$ cat src/rtl/avs_mem_pkg.sv
// Shared constants, debug state encoding and helpers for the Avalon SDRAM responder.
package avs_mem_pkg;

  localparam int unsigned DATA_W = 16;
  localparam int unsigned BE_W   = 2;

  // Returned for reads whose address lies outside the implemented memory.
  localparam logic [DATA_W-1:0] OOR_DATA = 16'hDEAD;
  localparam logic [15:0]       SAT_MAX  = 16'hFFFF;

  // Debug-only view of the request handshake.
  typedef enum logic [1:0] {
    StIdle,
    StStall,
    StAccept
  } avs_state_e;

  // Increment that sticks at SAT_MAX.
  function automatic logic [15:0] sat_inc(input logic [15:0] value);
    return (value == SAT_MAX) ? value : value + 16'd1;
  endfunction

endpackage

$ cat src/rtl/avs_rd_latency_pipe.sv
// Valid+data shift pipe of DEPTH stages with synchronous flush. The last stage
// only loads when a valid word arrives, so its data holds between returns.
module avs_rd_latency_pipe #(
  parameter int unsigned DEPTH = 2,
  parameter int unsigned WIDTH = 16
) (
  input  logic             clk,
  input  logic             flush,
  input  logic             in_valid,
  input  logic [WIDTH-1:0] in_data,
  output logic             out_valid,
  output logic [WIDTH-1:0] out_data
);

  logic [DEPTH-1:0] valid_q;
  logic [WIDTH-1:0] data_q [DEPTH];

  // Shift valids every cycle; move data only alongside a valid.
  always_ff @(posedge clk) begin
    if (flush) begin
      valid_q <= '0;
      for (int i = 0; i < int'(DEPTH); i++) begin
        data_q[i] <= '0;
      end
    end else begin
      valid_q[0] <= in_valid;
      if (in_valid) begin
        data_q[0] <= in_data;
      end
      for (int i = 1; i < int'(DEPTH); i++) begin
        valid_q[i] <= valid_q[i-1];
        if (valid_q[i-1]) begin
          data_q[i] <= data_q[i-1];
        end
      end
    end
  end

  assign out_valid = valid_q[DEPTH-1];
  assign out_data  = data_q[DEPTH-1];

endmodule

$ cat src/rtl/avalon_sdram_responder.sv
// Avalon-MM responder modelling the SDRAM port: 2**ADDR_W x 16 memory with
// byteenable writes, fixed-latency pipelined reads, programmable waitrequest
// injection and a cap on outstanding reads.
// Optional: define AVS_ACCESS_COUNT_EN to build saturating rd_count/wr_count;
// otherwise both outputs are tied to zero.
module avalon_sdram_responder
  import avs_mem_pkg::*;
#(
  parameter int unsigned ADDR_W      = 8,
  parameter int unsigned RD_LATENCY  = 2,
  parameter int unsigned WAIT_CYCLES = 0,
  parameter int unsigned MAX_PENDING = 4
) (
  input  logic        clk,
  input  logic        reset_n,
  input  logic        chipselect,
  input  logic        read_n,
  input  logic        write_n,
  input  logic [31:0] address,
  input  logic [1:0]  byteenable,
  input  logic [15:0] writedata,
  output logic        waitrequest,
  output logic        readdatavalid,
  output logic [15:0] readdata,
  output logic        protocol_err,
  output logic [15:0] rd_count,
  output logic [15:0] wr_count
);

  localparam logic [2:0] PendMax = 3'(MAX_PENDING);

  logic [DATA_W-1:0] mem [2**ADDR_W];

  logic              req;
  logic              is_read;
  logic              in_range;
  logic [ADDR_W-1:0] word_idx;
  logic              wait_active;
  logic              cap_full;
  logic              accept;
  logic              wr_accept;
  logic              rd_accept;
  logic [DATA_W-1:0] rd_word;

  logic [3:0]  wait_cnt_q, wait_cnt_d;
  logic [2:0]  pending_q, pending_d;
  logic        protocol_err_q, protocol_err_d;
  avs_state_e  state_q, state_d;

  // Write wins when both strobes are low, so a read is only a read-alone strobe.
  assign req      = chipselect & (~read_n | ~write_n);
  assign is_read  = chipselect & ~read_n & write_n;
  assign in_range = (address[31:ADDR_W] == '0);
  assign word_idx = address[ADDR_W-1:0];
  assign cap_full = is_read & (pending_q == PendMax);

  if (WAIT_CYCLES == 0) begin : g_no_wait
    assign wait_active = 1'b0;
  end else begin : g_wait
    assign wait_active = (wait_cnt_q < 4'(WAIT_CYCLES));
  end

  // Handshake classification: drives waitrequest/accept and the debug state.
  always_comb begin
    state_d     = StIdle;
    waitrequest = 1'b0;
    accept      = 1'b0;
    if (req) begin
      if (wait_active || cap_full) begin
        state_d     = StStall;
        waitrequest = 1'b1;
      end else begin
        state_d = StAccept;
        accept  = 1'b1;
      end
    end
  end

  assign wr_accept = accept & ~write_n;
  assign rd_accept = accept & write_n;
  assign rd_word   = in_range ? mem[word_idx] : OOR_DATA;

  // Next state for the wait counter, outstanding-read count and error flag.
  always_comb begin
    wait_cnt_d = wait_cnt_q;
    if (accept) begin
      wait_cnt_d = '0;
    end else if (req && wait_active) begin
      wait_cnt_d = wait_cnt_q + 4'd1;
    end

    pending_d = pending_q;
    if (rd_accept && !readdatavalid) begin
      pending_d = pending_q + 3'd1;
    end else if (!rd_accept && readdatavalid) begin
      pending_d = pending_q - 3'd1;
    end

    protocol_err_d = protocol_err_q;
    if (accept && ((~read_n & ~write_n) || !in_range)) begin
      protocol_err_d = 1'b1;
    end
  end

  // Control state with synchronous active-low reset.
  always_ff @(posedge clk) begin
    if (!reset_n) begin
      wait_cnt_q     <= '0;
      pending_q      <= '0;
      protocol_err_q <= 1'b0;
      state_q        <= StIdle;
    end else begin
      wait_cnt_q     <= wait_cnt_d;
      pending_q      <= pending_d;
      protocol_err_q <= protocol_err_d;
      state_q        <= state_d;
    end
  end

  // The registered debug state can only show ACCEPT after an accepted cycle.
  assert property (@(posedge clk) disable iff (!reset_n)
                   (state_q == StAccept) |-> $past(accept));

  // Memory is deliberately not cleared by reset; out-of-range writes are dropped.
  always_ff @(posedge clk) begin
    if (wr_accept && in_range) begin
      if (byteenable[0]) begin
        mem[word_idx][7:0] <= writedata[7:0];
      end
      if (byteenable[1]) begin
        mem[word_idx][15:8] <= writedata[15:8];
      end
    end
  end

  avs_rd_latency_pipe #(
    .DEPTH (RD_LATENCY),
    .WIDTH (DATA_W)
  ) u_rd_pipe (
    .clk       (clk),
    .flush     (~reset_n),
    .in_valid  (rd_accept),
    .in_data   (rd_word),
    .out_valid (readdatavalid),
    .out_data  (readdata)
  );

  assign protocol_err = protocol_err_q;

`ifdef AVS_ACCESS_COUNT_EN
  logic [15:0] rd_count_q;
  logic [15:0] wr_count_q;

  // Saturating accept counters; error reads and dropped writes still count.
  always_ff @(posedge clk) begin
    if (!reset_n) begin
      rd_count_q <= '0;
      wr_count_q <= '0;
    end else begin
      if (rd_accept) begin
        rd_count_q <= sat_inc(rd_count_q);
      end
      if (wr_accept) begin
        wr_count_q <= sat_inc(wr_count_q);
      end
    end
  end

  assign rd_count = rd_count_q;
  assign wr_count = wr_count_q;
`else
  assign rd_count = '0;
  assign wr_count = '0;
`endif

endmodule

$ cat config.mk
export PLATFORM = sky130hd
export DESIGN_NAME = avalon_sdram_responder
export DESIGN_NICKNAME = d
export VERILOG_FILES = /design/src/rtl/avs_mem_pkg.sv /design/src/rtl/avs_rd_latency_pipe.sv /design/src/rtl/avalon_sdram_responder.sv
export SDC_FILE = /design/constraint.sdc
export NUM_CORES = 2
export LEC_CHECK = 0
export BUFFER_PORTS_ARGS = -buffer_cell sky130_fd_sc_hd__buf_4
export CAP_MARGIN = 5
export CORE_AREA = 2 2 570 572
export DETAILED_ROUTE_END_ITERATION = 8
export DIE_AREA = 0 0 572 574
export PLACE_DENSITY_LB_ADDON = 0.1
export SLEW_MARGIN = 10
export SYNTH_ARGS = -nofsm -noshare
export SYNTH_HDL_FRONTEND = slang
export SYNTH_MEMORY_MAX_BITS = 65536
export SYNTH_SLANG_ARGS = --single-unit
export TNS_END_PERCENT = 1
$ cat constraint.sdc
create_clock -name clk -period 5.2 [get_ports clk]
set_input_delay 0.26 -clock clk [delete_from_list [all_inputs] [get_ports clk]]
set_output_delay 0.26 -clock clk [all_outputs]
set_load 0.1 [all_outputs]
==> results.yml <==
timing:
  slew_headroom: 0.143
  skew_ns: 0.0567
  rsz0062_at_grt: "no"
  slew_viol_final: 0
  setup-tns-final_ns: 0
  period_minus_slack_ns: 3.42
  fin_crit_sh: 0.658
  worstMarginPinSlew_ns: 1.28
  hold_ws_ns: -0.0216
  fmaxAchievable_mhz: 292
  timing.final.hold_violations: 5
  setup_viol_count_final: 0
global_routing:
  busiest_layer: "met2"
  use_met2: 0.443
  grt_use_met1: 0.428
  grt_overflow: 0
  grt_pass1_wl_um: 658000
  grtUsageTotal: 0.288
  met3_usage: 0.0508
  grt_pass1_vias: 80600
  antenna_found_initial: 38
  grt_max_degree: 153
placement:
  place_hpwl_um: 300000
  place_congestion: 0.860
  io_buffers: 73
finish:
  area_delta_synth_final_pct: 13.4
  nets: 8019
  layout-drive-gt1-share: 0.264
routing:
  routedWlPerCell_um: 37.4
  ant_nets: 0
  drt_wl_total_um: 473000
  viasPerCell: 6.44
  drc: 0
  vias: 81600
  drt_iter0_drc: 11200
  drt_pass1_iterations: 6
clocking:
  cts_buffer_depth: 4
  cts.sinks: 4134
  cts_tree: "yes"
  clkTransAtPathRegs_ns: 0.06
  cts_root_buf: "clkbuf_16"
  ctsResizeCount: 0
  clock_latency_ns: 0.99
  cts_buffers: 424
  cts_setup_buffers: 0
  h-tree-depth: 5
synth:
  ys_warn_count: 0
  synth_cell_types: 65
  ys_ff_latch: 4134
  ys_seq_area_frac: 0.774
  syn_area_per_cell_um2: 21.4
  async_reset_ff_frac: 0
  netlist_instances: 7481
  synth_edf_count: 4128
  synth_area_um2: 160000
  synthFlopType: "edfxtp_1"
critical_path:
  reg2reg_depth: 6
  path_cells: "buf_16, buf_12, buf_12, mux2_1, o22ai_1, nor4_1, a311oi_1, nand3_1, o31a_1"
  reg2reg_from: "mem[18][3]"
  endpoint_kind: "register"
  critPathLaunch: "address[0]"
  critPathMaxStageDelay_ns: 0.66
  crit_path_frequent_cell: "buf_12"
  slowest_stage: "a311oi_1"
  critPathArrivalTime_ns: 4.15
  crit_fanout: 77
  critPathRequiredTime_ns: 5.93
  path_class: "primary input to register"
  critPathLaunchType: "primary input"
min_path:
  hold_class: "primary input to register"
  min-delay-start: "writedata[13]"
  hold_depth: 1
pwr:
  peakVddDrop_v: 0.000352
  p_per_area_nw_per_um2: 387
  total_power_w: 0.0704
  leakagePower_nw: 56.9
die:
  die_y_um: 574
  initial_core_util: 0.497
  core_um2: 323000
  ios: 106
  rows: 209
  fp.dieW_um: 572
  dieArea_um2: 328000
outcome:
  failed_checks: "negative hold slack"
  outcome: "finished, violations left"
run:
  cap_violations: 0
## cells by family after synthesis
| group | share of synthesized area |
|---|---|
| flip-flops | 0.774 |
| adder cells (fa/ha/maj) | 0.000203 |
| AND/OR/NAND/NOR | 0.0269 |
| other | 0.0000234 |
| AO/OA/AOI/OAI | 0.0207 |
| buffers and inverters | 0.0170 |
| XOR/XNOR | 0.000109 |
| multiplexers | 0.162 |
## layout make-up
type	instances	area, µm²
Inverter	9	46.3
Tap cell	4325	5410
Sequential cell	4134	124000
Fill cell	24100	141000
Timing Repair Buffer	524	4850
Antenna cell	15	37.5
Clock buffer	515	11100
Multi-Input combinational cell	2869	33900
Clock inverter	266	2440
## through the flow
stage / cell area (µm²) / utilization / worst slack (ns) / instances / hold slack, ns
finish: 182000 / 0.563 / 1.78 / 12700 / -0.0216
global route: 182000 / 0.563 / 1.73 / 12700 / 0.0553
CTS: 182000 / 0.563 / 1.91 / 12600 / 0.00446
detailed placement: 168000 / 0.521 / 0.846 / 11800 / 0.501
global placement: 168000 / 0.521 / 0.804 / 11800 / 0.479
floorplan: 161000 / - / 1.40 / 7512 / 0.359
## placed cells by master, fill, tap and decap left out, types with 34 or more instances in the layout
cell / count
edfxtp_1: 4128
mux4_2: 1000
nor2_1: 624
clkbuf_16: 429
buf_4: 428
mux2i_1: 292
nand2_1: 163
o22ai_1: 112
a22oi_1: 104
clkinv_1: 99
clkbuf_1: 86
clkinv_2: 83
nand3_1: 74
buf_12: 58
mux2_2: 39
bufinv_16: 39
a21oi_1: 38
a211oi_1: 34
## critical path, delay by kind of cell
kind / cells / cell delay [ns]
simple gates: 2 / 0.59
buf+inv: 3 / 0.97
compound gates: 3 / 1.68
mux: 1 / 0.51
## cell usage after synthesis (all sizes together) (6+ instances only)
library cell  instances  area, µm²
nor3                 14       70.1
edfxtp             4128     124000
nor2                630       2360
nand2b               14       87.6
a2111oi               9       85.1
buf                 277       1860
inv                   9       33.8
a211oi               34        255
nand2               183        687
a22o                  6       52.6
dfxtp                 6        120
nor2b                20        125
nor4                 18        113
mux2                 41        462
a41oi                13        114
o22a                 21        184
o41ai                 6       52.6
nand3                79        395
o221ai               24        210
a31oi                12       75.1
a32oi                 6       52.6
or3                   6       37.5
a21oi                38        190
clkbuf              223        837
o211ai               15        113
mux2i               292       2920
and2                 28        175
nand4                 9       56.3
o21ai                41        205
mux4               1000      22500
o22ai               112        701
a22oi               104        781
and3                 12       75.1
## state kept, by name (all words and copies together) (netlist names)
signal	flops
mem	4096
pending_q	3
protocol_err	1
u_rd_pipe.data_q	32
u_rd_pipe.valid_q	2
## report_power, final
part | internal (W) | switching, W
Sequential | 0.0367 | 0.0000193
Combinational | 0.00120 | 0.00252
Clock | 0.0171 | 0.0129
## repair_timing
item | CTS | global route
hold endpoints to repair | 875 | 0
setup endpoints to repair | 0 | 0
hold buffers | 18 | 0
## layer usage
metal,wire length (µm),vias up
li1,-,32200
met1,193000,44400
met2,221000,4331
met3,44100,716
met4,15200,14
met5,94,-
## worst paths after layout
kind / to / slack, ns
hold / removal: mem[155][13] / -0.02
setup reg to reg: u_rd_pipe.data_q[0][3] / 1.85
hold reg to reg: u_rd_pipe.valid_q[1] / 0.51
setup / recovery: u_rd_pipe.data_q[0][3] / 1.78
Note: power is estimated with default switching activity, not from simulation.
